===== src/rtl/ebpf_divmod_pkg.sv =====
// ============================================================================
// Module : ebpf_divmod_pkg
// Brief  : Shared widths, counter size and FSM state encoding for the
//          eBPF multi-cycle divide/modulus unit.
// Rev    : 1.0  initial release
// ============================================================================
`default_nettype none

package ebpf_divmod_pkg;

   localparam int DIVMOD_W64   = 64;
   localparam int DIVMOD_W32   = 32;
   localparam int REG_IDX_W    = 4;
   localparam int DIVMOD_CNT_W = 6;

   typedef enum logic [1:0] {
      ST_IDLE = 2'd0,
      ST_CALC = 2'd1,
      ST_DONE = 2'd2
   } divmod_state_e;

endpackage

`default_nettype wire


===== src/rtl/ebpf_divmod_if.sv =====
// ============================================================================
// Module : ebpf_divmod_if
// Brief  : Operand and result valid/ready bundle of the divide/modulus unit.
// Rev    : 1.0  initial release
// ============================================================================
`default_nettype none

interface ebpf_divmod_if;
   import ebpf_divmod_pkg::*;

   logic                 in_valid;
   logic                 in_ready;
   logic [63:0]          in_a;
   logic [63:0]          in_b;
   logic                 in_is64;
   logic                 in_is_mod;
   logic [REG_IDX_W-1:0] in_dst;
   logic                 out_valid;
   logic                 out_ready;
   logic [63:0]          out_result;
   logic [REG_IDX_W-1:0] out_dst;
   logic                 busy;

   // master = operand-fetch/writeback side, slave = the execution unit
   modport master (
      output in_valid, in_a, in_b, in_is64, in_is_mod, in_dst, out_ready,
      input  in_ready, out_valid, out_result, out_dst, busy
   );

   modport slave (
      input  in_valid, in_a, in_b, in_is64, in_is_mod, in_dst, out_ready,
      output in_ready, out_valid, out_result, out_dst, busy
   );

endinterface

`default_nettype wire


===== src/rtl/divmod_step.sv =====
// ============================================================================
// Module : divmod_step
// Brief  : One combinational radix-2 restoring division iteration.
// Rev    : 1.0  initial release
// ============================================================================
`default_nettype none

module divmod_step #(
   parameter int W = 64
) (
   input  wire logic [W-1:0] rem,
   input  wire logic [W-1:0] divisor,
   input  wire logic         din,
   output logic      [W-1:0] rem_next,
   output logic              q
);

   logic [W:0] w_shift;
   logic [W:0] w_diff;
   logic       w_unused_diff_msb;

   // Shifted remainder is one bit wider so the compare never overflows
   assign w_shift           = {rem, din};
   assign w_diff            = w_shift - {1'b0, divisor};
   assign q                 = (w_shift >= {1'b0, divisor});
   assign rem_next          = q ? w_diff[W-1:0] : w_shift[W-1:0];
   assign w_unused_diff_msb = w_diff[W];

endmodule

`default_nettype wire


===== src/rtl/ebpf_divmod_seq.sv =====
// ============================================================================
// Module : ebpf_divmod_seq
// Brief  : Multi-cycle unsigned BPF_DIV / BPF_MOD unit, one quotient bit per
//          cycle. Define EBPF_DIVMOD_ALU64_EN to build the 64-bit datapath.
// Rev    : 1.0  initial release
// ============================================================================
`default_nettype none

module ebpf_divmod_seq
   import ebpf_divmod_pkg::*;
(
   input  wire logic         clk,
   input  wire logic         rst,
   ebpf_divmod_if.slave      bus
);

`ifdef EBPF_DIVMOD_ALU64_EN
   localparam int DP_W = DIVMOD_W64;
`else
   localparam int DP_W = DIVMOD_W32;
`endif

   localparam logic [DIVMOD_CNT_W-1:0] c_cnt_last32 = DIVMOD_CNT_W'(DIVMOD_W32 - 1);

   divmod_state_e         r_state, w_state_nxt;
   logic [DP_W-1:0]       r_rem, w_rem_nxt;
   logic [DP_W-1:0]       r_quo, w_quo_nxt;
   logic [DP_W-1:0]       r_div, w_div_nxt;
   logic [DIVMOD_CNT_W-1:0] r_cnt, w_cnt_nxt;
   logic                  r_is_mod, w_is_mod_nxt;
   logic [REG_IDX_W-1:0]  r_dst, w_dst_nxt;

   logic [DP_W-1:0]       w_a_eff;
   logic [DP_W-1:0]       w_b_eff;
   logic [DP_W-1:0]       w_a_load;
   logic [DIVMOD_CNT_W-1:0] w_cnt_init;
   logic [DP_W-1:0]       w_step_rem;
   logic                  w_step_q;

`ifdef EBPF_DIVMOD_ALU64_EN
   localparam logic [DIVMOD_CNT_W-1:0] c_cnt_last64 = DIVMOD_CNT_W'(DIVMOD_W64 - 1);
   logic w_is64;

   assign w_is64     = bus.in_is64;
   assign w_a_eff    = w_is64 ? bus.in_a : {{DIVMOD_W32{1'b0}}, bus.in_a[31:0]};
   assign w_b_eff    = w_is64 ? bus.in_b : {{DIVMOD_W32{1'b0}}, bus.in_b[31:0]};
   // ALU32 dividend is left-aligned so its MSB is always r_quo[DP_W-1]
   // and the zeros behind it end up as the upper quotient bits.
   assign w_a_load   = w_is64 ? bus.in_a : {bus.in_a[31:0], {DIVMOD_W32{1'b0}}};
   assign w_cnt_init = w_is64 ? c_cnt_last64 : c_cnt_last32;
   assign bus.out_result = r_is_mod ? r_rem : r_quo;
`else
   logic w_unused_hi;

   assign w_a_eff    = bus.in_a[31:0];
   assign w_b_eff    = bus.in_b[31:0];
   assign w_a_load   = bus.in_a[31:0];
   assign w_cnt_init = c_cnt_last32;
   assign bus.out_result = {{DIVMOD_W32{1'b0}}, (r_is_mod ? r_rem : r_quo)};
   assign w_unused_hi = ^{bus.in_a[63:32], bus.in_b[63:32], bus.in_is64};
`endif

   divmod_step #(.W(DP_W)) u_step (
      .rem      (r_rem),
      .divisor  (r_div),
      .din      (r_quo[DP_W-1]),
      .rem_next (w_step_rem),
      .q        (w_step_q)
   );

   always_ff @(posedge clk or posedge rst) begin
      if (rst) begin
         r_state  <= ST_IDLE;
         r_rem    <= '0;
         r_quo    <= '0;
         r_div    <= '0;
         r_cnt    <= '0;
         r_is_mod <= 1'b0;
         r_dst    <= '0;
      end else begin
         r_state  <= w_state_nxt;
         r_rem    <= w_rem_nxt;
         r_quo    <= w_quo_nxt;
         r_div    <= w_div_nxt;
         r_cnt    <= w_cnt_nxt;
         r_is_mod <= w_is_mod_nxt;
         r_dst    <= w_dst_nxt;
      end
   end

   always_comb begin
      w_state_nxt  = r_state;
      w_rem_nxt    = r_rem;
      w_quo_nxt    = r_quo;
      w_div_nxt    = r_div;
      w_cnt_nxt    = r_cnt;
      w_is_mod_nxt = r_is_mod;
      w_dst_nxt    = r_dst;
      case (r_state)
         ST_IDLE: begin
            if (bus.in_valid) begin
               w_is_mod_nxt = bus.in_is_mod;
               w_dst_nxt    = bus.in_dst;
               w_div_nxt    = w_b_eff;
               // Zero divisor: quotient 0, remainder = dividend
               if (w_b_eff == '0) begin
                  w_rem_nxt   = w_a_eff;
                  w_quo_nxt   = '0;
                  w_state_nxt = ST_DONE;
               end else begin
                  w_rem_nxt   = '0;
                  w_quo_nxt   = w_a_load;
                  w_cnt_nxt   = w_cnt_init;
                  w_state_nxt = ST_CALC;
               end
            end
         end
         ST_CALC: begin
            w_rem_nxt = w_step_rem;
            w_quo_nxt = {r_quo[DP_W-2:0], w_step_q};
            if (r_cnt == '0) begin
               w_state_nxt = ST_DONE;
            end else begin
               w_cnt_nxt = r_cnt - 1'b1;
            end
         end
         ST_DONE: begin
            if (bus.out_ready) begin
               w_state_nxt = ST_IDLE;
            end
         end
         default: begin
            w_state_nxt = ST_IDLE;
         end
      endcase
   end

   assign bus.in_ready  = (r_state == ST_IDLE) && !rst;
   assign bus.out_valid = (r_state == ST_DONE);
   assign bus.out_dst   = r_dst;
   assign bus.busy      = (r_state != ST_IDLE);

endmodule

`default_nettype wire

===== src/flat_wrapper.sv =====
// flat-port wrapper written by rule: the top's interface ports become plain ports
module ebpf_divmod_seq_flat import ebpf_divmod_pkg::*;
  (clk, rst, bus_in_valid, bus_in_a, bus_in_b, bus_in_is64, bus_in_is_mod, bus_in_dst, bus_out_ready, bus_in_ready, bus_out_valid, bus_out_result, bus_out_dst, bus_busy);
  ebpf_divmod_if bus_i ();
  input  wire logic clk;
  input  wire logic rst;
  input wire logic [$bits(bus_i.in_valid)-1:0] bus_in_valid;
  input wire logic [$bits(bus_i.in_a)-1:0] bus_in_a;
  input wire logic [$bits(bus_i.in_b)-1:0] bus_in_b;
  input wire logic [$bits(bus_i.in_is64)-1:0] bus_in_is64;
  input wire logic [$bits(bus_i.in_is_mod)-1:0] bus_in_is_mod;
  input wire logic [$bits(bus_i.in_dst)-1:0] bus_in_dst;
  input wire logic [$bits(bus_i.out_ready)-1:0] bus_out_ready;
  output wire logic [$bits(bus_i.in_ready)-1:0] bus_in_ready;
  output wire logic [$bits(bus_i.out_valid)-1:0] bus_out_valid;
  output wire logic [$bits(bus_i.out_result)-1:0] bus_out_result;
  output wire logic [$bits(bus_i.out_dst)-1:0] bus_out_dst;
  output wire logic [$bits(bus_i.busy)-1:0] bus_busy;
  assign bus_i.in_valid = bus_in_valid;
  assign bus_i.in_a = bus_in_a;
  assign bus_i.in_b = bus_in_b;
  assign bus_i.in_is64 = bus_in_is64;
  assign bus_i.in_is_mod = bus_in_is_mod;
  assign bus_i.in_dst = bus_in_dst;
  assign bus_i.out_ready = bus_out_ready;
  assign bus_in_ready = bus_i.in_ready;
  assign bus_out_valid = bus_i.out_valid;
  assign bus_out_result = bus_i.out_result;
  assign bus_out_dst = bus_i.out_dst;
  assign bus_busy = bus_i.busy;
  ebpf_divmod_seq u_core (.clk(clk), .rst(rst), .bus(bus_i));
endmodule

===== config.mk =====
export PLATFORM = sky130hd
export DESIGN_NAME = ebpf_divmod_seq_flat
export DESIGN_NICKNAME = d
export VERILOG_FILES = /design/src/rtl/ebpf_divmod_pkg.sv /design/src/rtl/ebpf_divmod_if.sv /design/src/rtl/divmod_step.sv /design/src/rtl/ebpf_divmod_seq.sv /design/src/flat_wrapper.sv
export SDC_FILE = /design/constraint.sdc
export NUM_CORES = 1
export LEC_CHECK = 0
export CORE_MARGIN = 5
export CORE_UTILIZATION = 45
export CTS_CLUSTER_SIZE = 10
export DETAILED_ROUTE_END_ITERATION = 7
export PLACE_DENSITY = 0.74
export SLEW_MARGIN = 20
export SYNTH_ARGS = -nofsm -noshare
export SYNTH_HDL_FRONTEND = slang
export SYNTH_SLANG_ARGS = --single-unit

===== constraint.sdc =====
create_clock -name clk -period 3.2 [get_ports clk]
set_input_delay 0.32 -clock clk [delete_from_list [all_inputs] [get_ports clk]]
set_output_delay 0.32 -clock clk [all_outputs]
set_load 0.05 [all_outputs]

==> results by group <==
Finish
  • # diodes: 0
  • # nets final: 1228
  • Fill count: 1514
  • Share of layout cells above drive strength 1: 0.0934
  • Commonest non-fill, non-tap cells in the layout: nor2_1 (136), a21oi_1 (129), clkdlybuf4s50_1 (111), dfrtp_1 (109), nand2_1 (95)
  • Area grow syn2layout: 21.2%
  • Commonest non-fill, non-tap cell in the layout: nor2_1

Worst setup path
  • Crit. Startpoint: u_core.r_rem[15]
  • Crit end category: flip-flop
  • Max incr delay on CP: 0.43 ns
  • Arrival time at the worst endpoint: 3.31 ns
  • Cells along the critical path: ha_1 -> a21oi_1 -> nand2_1 -> a221oi_1 -> o21ai_1 -> a41o_1 -> a31o_2 -> a41o_1 -> mux2i_1 -> a211oi_2
  • Startpoint types: flip-flop
  • Crit Path Max Fanout: 6
  • Reg-to-reg startpoint: u_core.r_rem[15]
  • Worst Path Required: 3.48 ns
  • Critical path's slowest cell: dfrtp_1
  • Most used cell, CP: a41o_1
  • Setup CP Type: flip-flop to flip-flop

Global routing
  • Initial antenna violation count: 0
  • Tot GR Track Use: 0.218
  • Number of global-route vias before repair: 6623
  • First-pass GRT wire length: 35.0 mm
  • Largest net degree at the start of global routing: 102
  • Overflow left after global routing: 0

Floorplan
  • Core footprint: 16600 um2
  • Die span in y: 141 um
  • Die area: 19800 um2
  • Die W: 141 um
  • # IOs: 209
  • Initial core utilization: 0.461
  • Rows: 47

Timing
  • Hold Slack: 0.210 ns
  • Setup TNS: 0 ns
  • Clk_skew: 0.0144 ns
  • Minimum clock period: 3.02 ns
  • Worst Setup Slack, final: 0.177 ns
  • RSZ-0062 raised after global routing: no
  • Final worst-path cycle share: 0.945
  • Max-slew violations: 0
  • Worst Tran Pin Value: 0.604 ns
  • Final Hold Viols: 0
  • Achievable Freq: 331 MHz
  • Final setup fails: 0
  • Slew headroom: 0.598

Clock network
  • Clk buf depth: 2
  • TritonCTS clock tree: yes
  • CTS-repair resized insts: 0
  • CTS Buf Count: 9
  • CTS root buf: clkbuf_16
  • Clk slew on worst S/H paths: 0.08 ns
  • H-tree Lvls: 3
  • Latest clock arrival within the worst-skew pair: 0.37 ns
  • Hold Buf Count CTS: 0
  • Clk sinks: 109
  • Setup Buffers After CTS: 0

Drt
  • Drt drc: 0
  • Post-route ant nets: 0
  • Via count: 7148
  • DR iter-0 viols: 620
  • DR pass1 iterations: 5
  • Final WL: 21.9 mm
  • Average routed wire per standard cell: 17.1 um
  • Vias/cell: 5.58

Placed design
  • DP Worst Slack: 0.116 ns
  • Gpl congestion: 0.912
  • PortBufs: 111
  • Hpwl dp: 16.3 mm

Yosys
  • Post-Synth Adder-Cell Area: 0.0581
  • Cells after Synth: 960
  • Count of warnings emitted by yosys: 0
  • Synthesized area: 7670 um2
  • Synth Area in Compound Gates: 0.214
  • Top cells by area, synth: dfrtp_1 (36%), a21oi_1 (8.4%), nor2_1 (6.8%), ha_1 (5.5%), mux2_2 (4.8%)
  • Cell variety after synth: 57
  • Post-synth ARST share: 1.00
  • Area share of the leading cell type in the synthesized netlist: 0.356
  • Combinational family with the most area after synthesis: compound AO/OA/AOI/OAI gates
  • #FFs+latches synth: 109
  • Sequential fraction of the synthesis area: 0.356
  • Syn Area/Cell: 7.99 um2
  • Post-synthesis xor/xnor area fraction: 0.0320
  • Mux cell area share after synthesis: 0.0733
  • Post-synth top area cell: dfrtp_1
  • Number of synthesized flops with an enable pin: 0
  • Post-synthesis simple-gate area fraction: 0.185
  • Post-synth top flop: dfrtp_1

Power and ir drop
  • Overall Power: 9120 uW
  • Maximum VDD drop: 0.564 mV
  • P per Cell Area: 982 nW/um2
  • Static leakage: 0.00415 uW

Outcome
  • Status: completed

Run
  • Max cap viols: 0

Hold path
  • Hold Path Class: input port to asynchronous set/reset pin
logic make-up after synthesis:
group	after synthesis
fa+ha+maj	35
flops	109
compound gates	281
mux	52
simple gates	322
other cells	1
buf+inv	132
xor+xnor	28
cell usage after synthesis (all sizes together), types with 5 or more instances:
| cell type | number |
|---|---|
| inv | 45 |
| mux2 | 33 |
| or2 | 5 |
| nor2 | 140 |
| nand4 | 8 |
| mux2i | 19 |
| o211ai | 10 |
| nor3 | 10 |
| a31oi | 10 |
| buf | 39 |
| nand3 | 16 |
| dfrtp | 109 |
| ha | 34 |
| xor2 | 11 |
| xnor2 | 17 |
| clkbuf | 48 |
| a21o | 13 |
| o21ai | 72 |
| nor4 | 8 |
| nand2b | 5 |
| o22ai | 10 |
| a21oi | 129 |
| and3 | 18 |
| nand2 | 97 |
layer usage:
layer	up-vias	track usage	wire length, um
li1	3478	-	-
met5	-	0	0
met2	287	0.310	9240
met4	0	0.0561	325
met1	3363	0.337	10600
met3	20	0.0443	1700
worst max-delay path: cells and delay by family, from the launching register on:
kind / cells / cell delay [ns]
adders and majority gates: 1 / 0.37
DFF: 1 / 0.43
AOI/OAI and AO/OA: 7 / 1.93
muxes: 1 / 0.13
and+or+nand+nor: 1 / 0.10
where the power goes:
part | total, uW | internal (uW) | switching (uW)
Clock | 1160 | 612 | 546
Combinational | 5730 | 2260 | 3470
Sequential | 2230 | 1810 | 421
worst paths after layout:
kind                                     end  slack [ns]  cells after the start
max                         u_core.r_rem[30]        0.18                     10
min                        u_core.r_state[1]        0.21                      2
max reg2reg                 u_core.r_rem[30]        0.18                     10
min reg2reg                  u_core.r_cnt[5]        0.48                      1
max in group asynchronous   u_core.r_div[19]        2.19                      3
min in group clk             u_core.r_is_mod        0.47                      3
flip-flops by register name (all words and copies together) (netlist names):
register	flops
u_core.r_is_mod	1
u_core.r_quo	32
u_core.r_div	32
u_core.r_cnt	6
u_core.r_state	2
u_core.r_rem	32
u_core.bus.out_dst	4
area by class of cell:
type | instances | area, um2 | area share
sequential | 109 | 2730 | 0.294
clock inverter | 7 | 71.3 | 0.00768
timing repair buffer | 140 | 1350 | 0.146
clock buffer | 9 | 225 | 0.0242
inverter | 45 | 171 | 0.0184
multi-input combinational | 750 | 4470 | 0.481
tap | 220 | 275 | 0.0296
metrics by stage:
step                std cells   util  area, um2
floorplan                 991      -       7780
global placement         1264  0.540       8990
detailed placement       1264  0.540       8990
CTS                      1280  0.558       9280
global route             1280  0.558       9290
finish                   1280  0.558       9290
No activity file was read; power rests on OpenSTA's default activity.
